**src/rtl/i2c_pkg.sv**
```systemverilog
// Shared I2C definitions: FSM state encoding, ACK/NACK bus levels, address
// width and the device address used by the on-board responder.
package i2c_pkg;

  typedef enum logic [3:0] {
    ST_IDLE     = 4'd0,
    ST_START    = 4'd1,
    ST_ADDR     = 4'd2,
    ST_ADDR_ACK = 4'd3,
    ST_WRITE    = 4'd4,
    ST_WACK     = 4'd5,
    ST_READ     = 4'd6,
    ST_MACK     = 4'd7,
    ST_STOP     = 4'd8
  } i2c_state_t;

  localparam logic I2C_ACK  = 1'b0;
  localparam logic I2C_NACK = 1'b1;

  localparam int I2C_ADDR_W = 7;
  localparam logic [I2C_ADDR_W-1:0] DEV_ADDR = 7'h4A;

endpackage

```
**src/rtl/i2c_master_if.sv**
```systemverilog
// Bundle of the i2c_master user-side and bus-side signals.
//   master modport : the i2c_master block's view
//   slave  modport : the user / bus model's view
//
// Handshakes:
//   start/busy  : start is a one-cycle request, accepted only while busy=0;
//                 addr, rw and nbytes are captured in that same cycle.
//   tx_data/tx_ack : tx_data must be valid whenever the block may ask for a
//                 byte; it is consumed on the clock edge ending the cycle in
//                 which tx_ack=1. The user then presents the next byte.
//   rx_data/rx_valid : rx_valid pulses for one cycle with the new byte on
//                 rx_data; there is no back-pressure, rx_data holds until
//                 the next byte completes.
interface i2c_master_if import i2c_pkg::*; ();
  logic                  start;
  logic [I2C_ADDR_W-1:0] addr;
  logic                  rw;
  logic [3:0]            nbytes;
  logic [7:0]            tx_data;
  logic                  tx_ack;
  logic [7:0]            rx_data;
  logic                  rx_valid;
  logic                  busy;
  logic                  done;
  logic                  nack;
  logic                  scl_oe;
  logic                  sda_oe;
  logic                  sda_i;

  modport master (
    input  start, addr, rw, nbytes, tx_data, sda_i,
    output tx_ack, rx_data, rx_valid, busy, done, nack, scl_oe, sda_oe
  );

  modport slave (
    output start, addr, rw, nbytes, tx_data, sda_i,
    input  tx_ack, rx_data, rx_valid, busy, done, nack, scl_oe, sda_oe
  );
endinterface

```
**src/rtl/i2c_bit_timer.sv**
```systemverilog
// Bit-cell timer. A quarter counter runs 0..CLK_DIV-1 and advances the
// phase ph 0..3 on each wrap, so one bit cell is 4*CLK_DIV clk1 cycles.
// Ports:
//   clk1, reset : clock, asynchronous active-high reset
//   en          : run when 1; when 0 both counters are held at 0
//   ph          : current quarter of the cell
//   cell_end    : last clk1 cycle of the cell (end of ph3)
//   sample      : last clk1 cycle of ph2 (SCL high, data stable)
module i2c_bit_timer #(
  parameter int CLK_DIV = 4
) (
  input  logic       clk1,
  input  logic       reset,
  input  logic       en,
  output logic [1:0] ph,
  output logic       cell_end,
  output logic       sample
);

  localparam int QW = $clog2(CLK_DIV);

  logic [QW-1:0] q;
  logic          q_wrap;

  assign q_wrap = (q == QW'(CLK_DIV - 1));

  always_ff @(posedge clk1 or posedge reset) begin
    if (reset) begin
      q  <= '0;
      ph <= 2'd0;
    end else if (!en) begin
      q  <= '0;
      ph <= 2'd0;
    end else if (q_wrap) begin
      q  <= '0;
      ph <= ph + 2'd1;
    end else begin
      q  <= q + QW'(1);
    end
  end

  assign cell_end = en && q_wrap && (ph == 2'd3);
  assign sample   = en && q_wrap && (ph == 2'd2);

endmodule

```
**src/rtl/i2c_master.sv**
```systemverilog
// Single-master I2C controller (no clock stretching, no arbitration).
// Ports:
//   clk1, reset : clock, asynchronous active-high reset
//   bus         : i2c_master_if.master (request, byte streams, status,
//                 open-drain SCL/SDA enables, SDA input)
//   dbg_state   : current FSM state
module i2c_master import i2c_pkg::*; #(
  parameter int CLK_DIV = 4
) (
  input  logic                clk1,
  input  logic                reset,
  i2c_master_if.master        bus,
  output i2c_state_t          dbg_state
);

  i2c_state_t state_q, state_d;

  logic [I2C_ADDR_W-1:0] addr_q;
  logic                  rw_q;
  logic [3:0]            rem_q;
  logic [2:0]            bitcnt_q;
  logic [7:0]            shreg_q;
  logic                  ack_q;
  logic                  sda_s1, sda_s2;
  logic [7:0]            rx_data_q;
  logic                  rx_valid_q;
  logic                  nack_q;

  logic [1:0] ph;
  logic       cell_end, sample;

  logic scl_oe, sda_oe, tx_ack, done, accept, last_bit, set_nack;

  i2c_bit_timer #(.CLK_DIV(CLK_DIV)) u_timer (
    .clk1     (clk1),
    .reset    (reset),
    .en       (state_q != ST_IDLE),
    .ph       (ph),
    .cell_end (cell_end),
    .sample   (sample)
  );

  assign last_bit = cell_end && (bitcnt_q == 3'd7);

  always_ff @(posedge clk1 or posedge reset) begin
    if (reset) state_q <= ST_IDLE;
    else       state_q <= state_d;
  end

  // Next state and bus drive. Data cells hold SCL low in ph0-1 and release
  // it in ph2-3; SDA enables derive from registered state only, so they
  // change exactly at ph0 entry.
  always_comb begin
    state_d  = state_q;
    scl_oe   = 1'b0;
    sda_oe   = 1'b0;
    tx_ack   = 1'b0;
    done     = 1'b0;
    accept   = 1'b0;
    set_nack = 1'b0;
    unique case (state_q)
      ST_IDLE: begin
        if (bus.start) begin
          accept  = 1'b1;
          state_d = ST_START;
        end
      end
      ST_START: begin
        sda_oe = ph[1];
        if (cell_end) state_d = ST_ADDR;
      end
      ST_ADDR: begin
        scl_oe = ~ph[1];
        sda_oe = ~shreg_q[7];
        if (last_bit) state_d = ST_ADDR_ACK;
      end
      ST_ADDR_ACK: begin
        scl_oe = ~ph[1];
        if (cell_end) begin
          if (ack_q == I2C_NACK) begin
            set_nack = 1'b1;
            state_d  = ST_STOP;
          end else if (!rw_q) begin
            tx_ack  = 1'b1;
            state_d = ST_WRITE;
          end else begin
            state_d = ST_READ;
          end
        end
      end
      ST_WRITE: begin
        scl_oe = ~ph[1];
        sda_oe = ~shreg_q[7];
        if (last_bit) state_d = ST_WACK;
      end
      ST_WACK: begin
        scl_oe = ~ph[1];
        if (cell_end) begin
          if (ack_q == I2C_NACK) begin
            set_nack = 1'b1;
            state_d  = ST_STOP;
          end else if (rem_q != 4'd0) begin
            tx_ack  = 1'b1;
            state_d = ST_WRITE;
          end else begin
            state_d = ST_STOP;
          end
        end
      end
      ST_READ: begin
        scl_oe = ~ph[1];
        if (last_bit) state_d = ST_MACK;
      end
      ST_MACK: begin
        // ACK keeps the slave sending; NACK on the final byte lets it
        // release SDA before STOP.
        scl_oe = ~ph[1];
        sda_oe = (rem_q != 4'd0);
        if (cell_end) state_d = (rem_q != 4'd0) ? ST_READ : ST_STOP;
      end
      ST_STOP: begin
        scl_oe = (ph == 2'd0);
        sda_oe = ~ph[1];
        if (cell_end) begin
          done    = 1'b1;
          state_d = ST_IDLE;
        end
      end
      default: state_d = ST_IDLE;
    endcase
  end

  always_ff @(posedge clk1 or posedge reset) begin
    if (reset) begin
      addr_q     <= '0;
      rw_q       <= 1'b0;
      rem_q      <= 4'd0;
      bitcnt_q   <= 3'd0;
      shreg_q    <= 8'd0;
      ack_q      <= 1'b0;
      sda_s1     <= 1'b0;
      sda_s2     <= 1'b0;
      rx_data_q  <= 8'd0;
      rx_valid_q <= 1'b0;
      nack_q     <= 1'b0;
    end else begin
      sda_s1     <= bus.sda_i;
      sda_s2     <= sda_s1;
      rx_valid_q <= 1'b0;

      if (accept) begin
        addr_q <= bus.addr;
        rw_q   <= bus.rw;
        rem_q  <= (bus.nbytes == 4'd0) ? 4'd1 : bus.nbytes;
        nack_q <= 1'b0;
      end

      if (set_nack) nack_q <= 1'b1;

      if (tx_ack) shreg_q <= bus.tx_data;

      unique case (state_q)
        ST_START: begin
          if (cell_end) shreg_q <= {addr_q, rw_q};
        end
        ST_ADDR, ST_WRITE: begin
          if (cell_end) begin
            shreg_q  <= {shreg_q[6:0], 1'b0};
            bitcnt_q <= bitcnt_q + 3'd1;
            // Remaining count drops as the byte leaves, i.e. at WACK entry.
            if (state_q == ST_WRITE && bitcnt_q == 3'd7) rem_q <= rem_q - 4'd1;
          end
        end
        ST_ADDR_ACK, ST_WACK: begin
          if (sample) ack_q <= sda_s2;
        end
        ST_READ: begin
          if (sample) begin
            shreg_q <= {shreg_q[6:0], sda_s2};
            if (bitcnt_q == 3'd7) begin
              rx_data_q  <= {shreg_q[6:0], sda_s2};
              rx_valid_q <= 1'b1;
            end
          end
          if (cell_end) begin
            bitcnt_q <= bitcnt_q + 3'd1;
            if (bitcnt_q == 3'd7) rem_q <= rem_q - 4'd1;
          end
        end
        default: ;
      endcase
    end
  end

  assign bus.scl_oe   = scl_oe;
  assign bus.sda_oe   = sda_oe;
  assign bus.tx_ack   = tx_ack;
  assign bus.done     = done;
  assign bus.busy     = (state_q != ST_IDLE);
  assign bus.nack     = nack_q;
  assign bus.rx_data  = rx_data_q;
  assign bus.rx_valid = rx_valid_q;
  assign dbg_state    = state_q;

endmodule

```
**src/flat_wrapper.sv**
```systemverilog
// flat-port wrapper written by rule: the top's interface ports become plain ports
module i2c_master_flat import i2c_pkg::*;
#(
  parameter int CLK_DIV = 4
)
  (clk1, reset, dbg_state, bus_start, bus_addr, bus_rw, bus_nbytes, bus_tx_data, bus_sda_i, bus_tx_ack, bus_rx_data, bus_rx_valid, bus_busy, bus_done, bus_nack, bus_scl_oe, bus_sda_oe);
  i2c_master_if bus_i ();
  input  logic clk1;
  input  logic reset;
  output i2c_state_t dbg_state;
  input wire logic [$bits(bus_i.start)-1:0] bus_start;
  input wire logic [$bits(bus_i.addr)-1:0] bus_addr;
  input wire logic [$bits(bus_i.rw)-1:0] bus_rw;
  input wire logic [$bits(bus_i.nbytes)-1:0] bus_nbytes;
  input wire logic [$bits(bus_i.tx_data)-1:0] bus_tx_data;
  input wire logic [$bits(bus_i.sda_i)-1:0] bus_sda_i;
  output wire logic [$bits(bus_i.tx_ack)-1:0] bus_tx_ack;
  output wire logic [$bits(bus_i.rx_data)-1:0] bus_rx_data;
  output wire logic [$bits(bus_i.rx_valid)-1:0] bus_rx_valid;
  output wire logic [$bits(bus_i.busy)-1:0] bus_busy;
  output wire logic [$bits(bus_i.done)-1:0] bus_done;
  output wire logic [$bits(bus_i.nack)-1:0] bus_nack;
  output wire logic [$bits(bus_i.scl_oe)-1:0] bus_scl_oe;
  output wire logic [$bits(bus_i.sda_oe)-1:0] bus_sda_oe;
  assign bus_i.start = bus_start;
  assign bus_i.addr = bus_addr;
  assign bus_i.rw = bus_rw;
  assign bus_i.nbytes = bus_nbytes;
  assign bus_i.tx_data = bus_tx_data;
  assign bus_i.sda_i = bus_sda_i;
  assign bus_tx_ack = bus_i.tx_ack;
  assign bus_rx_data = bus_i.rx_data;
  assign bus_rx_valid = bus_i.rx_valid;
  assign bus_busy = bus_i.busy;
  assign bus_done = bus_i.done;
  assign bus_nack = bus_i.nack;
  assign bus_scl_oe = bus_i.scl_oe;
  assign bus_sda_oe = bus_i.sda_oe;
  i2c_master #(.CLK_DIV(CLK_DIV)) u_core (.clk1(clk1), .reset(reset), .bus(bus_i), .dbg_state(dbg_state));
endmodule
```
**config.mk**
```make
export PLATFORM = sky130hd
export DESIGN_NAME = i2c_master_flat
export DESIGN_NICKNAME = d
export VERILOG_FILES = /design/src/rtl/i2c_pkg.sv /design/src/rtl/i2c_master_if.sv /design/src/rtl/i2c_bit_timer.sv /design/src/rtl/i2c_master.sv /design/src/flat_wrapper.sv
export SDC_FILE = /design/constraint.sdc
export NUM_CORES = 1
export LEC_CHECK = 0
export ABC_AREA = 1
export ABC_CLOCK_PERIOD_IN_PS = 1920
export CAP_MARGIN = 40
export CELL_PAD_IN_SITES_DETAIL_PLACEMENT = 0
export CELL_PAD_IN_SITES_GLOBAL_PLACEMENT = 1
export CORE_ASPECT_RATIO = 1.75
export CORE_MARGIN = 4
export CORE_UTILIZATION = 34
export CTS_CLUSTER_DIAMETER = 200
export DETAILED_ROUTE_END_ITERATION = 6
export MAX_ROUTING_LAYER = met4
export PLACE_DENSITY_LB_ADDON = 0.1
export SLEW_MARGIN = 20
export SYNTH_ARGS = -nofsm -noshare
export SYNTH_HDL_FRONTEND = slang
export SYNTH_HIERARCHICAL = 1
export SYNTH_SLANG_ARGS = --single-unit
```
**constraint.sdc**
```tcl
create_clock -name clk1 -period 1.92 [get_ports clk1]
set_input_delay 0.192 -clock clk1 [delete_from_list [all_inputs] [get_ports clk1]]
set_output_delay 0.192 -clock clk1 [all_outputs]
set_load 0.005 [all_outputs]
```
==> metrics <==
outcome=completed; capture point of the worst reg-to-reg path=u_core/shreg_q[0]$_DFF_PP0_; arrival time of the worst setup path=1.62 ns; count of pins over their slew limit=0; post-layout instance area=3390 sq um; cell depth of the worst flop-to-flop path=10; HPWL after detailed placement=5280 microns; post-route clock skew=0.00331 ns; cells taking the most area after synthesis=sky130_fd_sc_hd__dfrtp_1 (44%), sky130_fd_sc_hd__nand2_1 (16%), sky130_fd_sc_hd__nor2_1 (7.3%); most frequently used cell type in the post-synthesis netlist=sky130_fd_sc_hd__nand2_1; largest area contributor in the netlist=sky130_fd_sc_hd__dfrtp_1; main flop type after synthesis=sky130_fd_sc_hd__dfrtp_1; count of different cell masters after synthesis=31; area of the core=7180 sq um; simple-gate area share of the yosys netlist=0.338; Hold Path Class=input pin to async pin; main combinational cell family by area after synthesis=simple AND/OR/NAND/NOR gates; total number of vias=2335; number of antenna cells inserted=0; post-synthesis cell area=2500 sq um; Synth Net Count=374; number of detailed-route iterations in the first pass=4; mean instance size in the synthesized netlist=7.28 sq um; Filler Cells Inserted=769; TritonCTS clock tree=yes; initial antenna violation count=0; clock-pin slew of the registers on the worst-case setup and hold paths=0.06 ns; Final setup viols=0; M2 GR Usage=0.311; clock tree sinks=44; clock tree root driver cell=sky130_fd_sc_hd__clkbuf_16; beginning of the worst register-to-register path=u_core/u_timer/ph[0]$_DFFE_PP0P_; FF-to-FF setup slack=0.21 ns; Post-Route WL=6710 microns; relative slew slack=0.643; starting utilization of the core area=0.349; final worst-path cycle share=0.944; Warnings, synthesis=6; width of the chip=72.9 microns; routed len/inst=13.4 microns; quantity of I/O buffers inserted on ports=42; weighted congestion reported at the end of routability-driven placement=0.833; global-route wire length before repair=11600 microns; net count of the finished layout=446; deepest level of the CTS H-tree=2; share of cell area taken by muxes after synthesis=0.00899; startpoint kind of the worst setup timing path=flip-flop; Worst Path Required=1.73 ns; residual DRC count=0; Peak supply drop=684 uV; number of instances in the synthesized netlist=344; IO Pins=43; Synth Area in Compound Gates=0.0904; DR vias/cell=4.65; Post-synth EDFFs=0; Worst Tran Pin Value=0.535 ns; later-pin clock latency in the skew report=0.28 ns; residual antenna-violating net count after detailed routing=0; share of the synthesized area in the top cell type=0.440; area share of fa/ha/maj cells after synthesis=0.0300; maximum fanout along the worst path=7; post-route setup TNS=0 ns; number of buffers inserted during clock tree synthesis=5; category of the critical setup timing path=flip-flop to output port; synthesis-to-layout area growth=35.2%; GR Overflow Total=0; Min Clock Period, post-route=1.81 ns; max-capacitance violation count=0; met1 Use GR=0.193; crit end category=output port; Post-Place Cell Area=3190 sq um; row count=41; maximum count of clock buffers along a single path=2; most heavily used metal layer in global routing=met2; total power per unit cell area=1200 nW/um^2; P_leak=1.76 nW; top post-synthesis cells by count=sky130_fd_sc_hd__nand2_1 (104), sky130_fd_sc_hd__nor2_1 (49), sky130_fd_sc_hd__inv_1 (45); Synth Area in XOR/XNOR=0.0105; Power, Total=4.07 mW; via count of the first global-routing pass=2421; met3 track utilization from global routing=0.0264; fraction of registers with async set/reset=1.00; fraction of final layout cells with drive strength greater than 1=0.156; post-layout utilization of the core=0.472; Final Hold Violating Endpoints=0; number of DRC violations after detailed-routing iteration 0=131; timing-limited maximum frequency=0.552 GHz; total track usage=0.172; sequential element share of the synthesized area=0.440; height of the die=122 microns; die area=8860 sq um; number of flip-flops and latches in the synthesized netlist=44; pin count of the biggest net entering global routing=41; setup repair after global routing missed its margin=false
-- worst max-delay path, cell delays in order, from the launching register on --
cell and delay, ns:
sky130_fd_sc_hd__dfrtp_1 0.38, sky130_fd_sc_hd__buf_4 0.16, sky130_fd_sc_hd__inv_1 0.08, sky130_fd_sc_hd__nand2_2 0.09, sky130_fd_sc_hd__nor2_4 0.13, sky130_fd_sc_hd__nand3_2 0.08, sky130_fd_sc_hd__nand2_2 0.10, sky130_fd_sc_hd__nand2_4 0.05
sky130_fd_sc_hd__inv_1 0.05, sky130_fd_sc_hd__clkdlybuf4s15_1 0.21
-- kinds of logic after synthesis --
kind of cell,count (synthesis)
and+or+nand+nor,197
adders and majority gates,6
muxes,2
DFF,44
xor gates and xnor gates,3
buffers and inverters,54
AOI/OAI and AO/OA,38
-- power by group --
part | total [mW] | switching (mW) | internal, mW
combinational | 2.01 | 1.16 | 0.849
clock | 0.809 | 0.336 | 0.473
sequential | 1.26 | 0.125 | 1.13
-- cell usage in the layout (no fill, tap or decap), drive strengths merged, types with 3 or more instances in the layout --
master         netlist  routed
or2                  3       3
clkdlybuf4s50        0      38
nand3               28      28
xnor2                3       3
dfrtp               44      44
o211ai               6       6
buf                  3      29
clkbuf               3       8
nand2              110     110
ha                   6       6
nor2                52      52
inv                 47      47
a21oi               11      11
o21ai               18      18
-- registers in the layout (all words and copies together) (netlist names) --
signal and count:
u_core/sda_s1 1, u_core/u_timer/ph 2, u_core/bus.nack 1, u_core/bus.rx_valid 1, u_core/dbg_state 4, u_core/ack_q 1
u_core/bus.rx_data 8, u_core/u_timer/q 2, u_core/bitcnt_q 3, u_core/rem_q 4, u_core/sda_s2 1, u_core/rw_q 1
u_core/addr_q 7, u_core/shreg_q 8
-- per-stage QoR --
stage          hold slack [ns]  setup WS, ns  instances
5_1_grt                  0.153      0.000765        502
6_report                 0.120         0.108        502
2_1_floorplan          -0.0419        0.0221        344
3_5_place_dp             0.339        0.0433        491
3_3_place_gp             0.336        0.0637        491
4_1_cts                  0.119        0.0110        501
-- worst max path at each step --
stage,from,to,cells past startpoint
floorplan,u_core/dbg_state[1]$_DFFE_PP0P_,u_core/bitcnt_q[1]$_DFFE_PP0P_,8
global placement,u_core/dbg_state[2]$_DFFE_PP0P_,bus_scl_oe,6
detailed placement,u_core/dbg_state[2]$_DFFE_PP0P_,bus_scl_oe,6
CTS,u_core/dbg_state[2]$_DFFE_PP0P_,bus_scl_oe,6
global route,u_core/dbg_state[3]$_DFFE_PP0P_,bus_tx_ack,9
finish,u_core/dbg_state[3]$_DFFE_PP0P_,bus_tx_ack,9
-- cell type report --
type / count / area [sq um] / share of cell area
inverter: 48 / 181 / 0.0536
timing repair buffer: 71 / 627 / 0.185
tap: 86 / 108 / 0.0318
clock buffer: 6 / 129 / 0.0380
multi-input combinational: 246 / 1240 / 0.365
clock inverter: 1 / 5.00 / 0.00148
sequential: 44 / 1100 / 0.325
-- per-layer routing --
| metal | part of all wire | up-vias | wire length (microns) |
|---|---|---|---|
| li1 | - | 1217 | - |
| met1 | 0.40 | 1068 | 2690 |
| met2 | 0.55 | 45 | 3710 |
| met3 | 0.033 | 5 | 221 |
| met4 | 0.013 | 0 | 87 |
| met5 | 0 | - | 0 |
-- timing repair --
action / CTS / global route
setup endpoints to repair: 4 / 6
setup buffers: 3 / 1
hold buffers: 0 / 0
pin swaps: 2 / 1
gates resized for setup: 8 / 12
(Power assumes the default switching activity.)
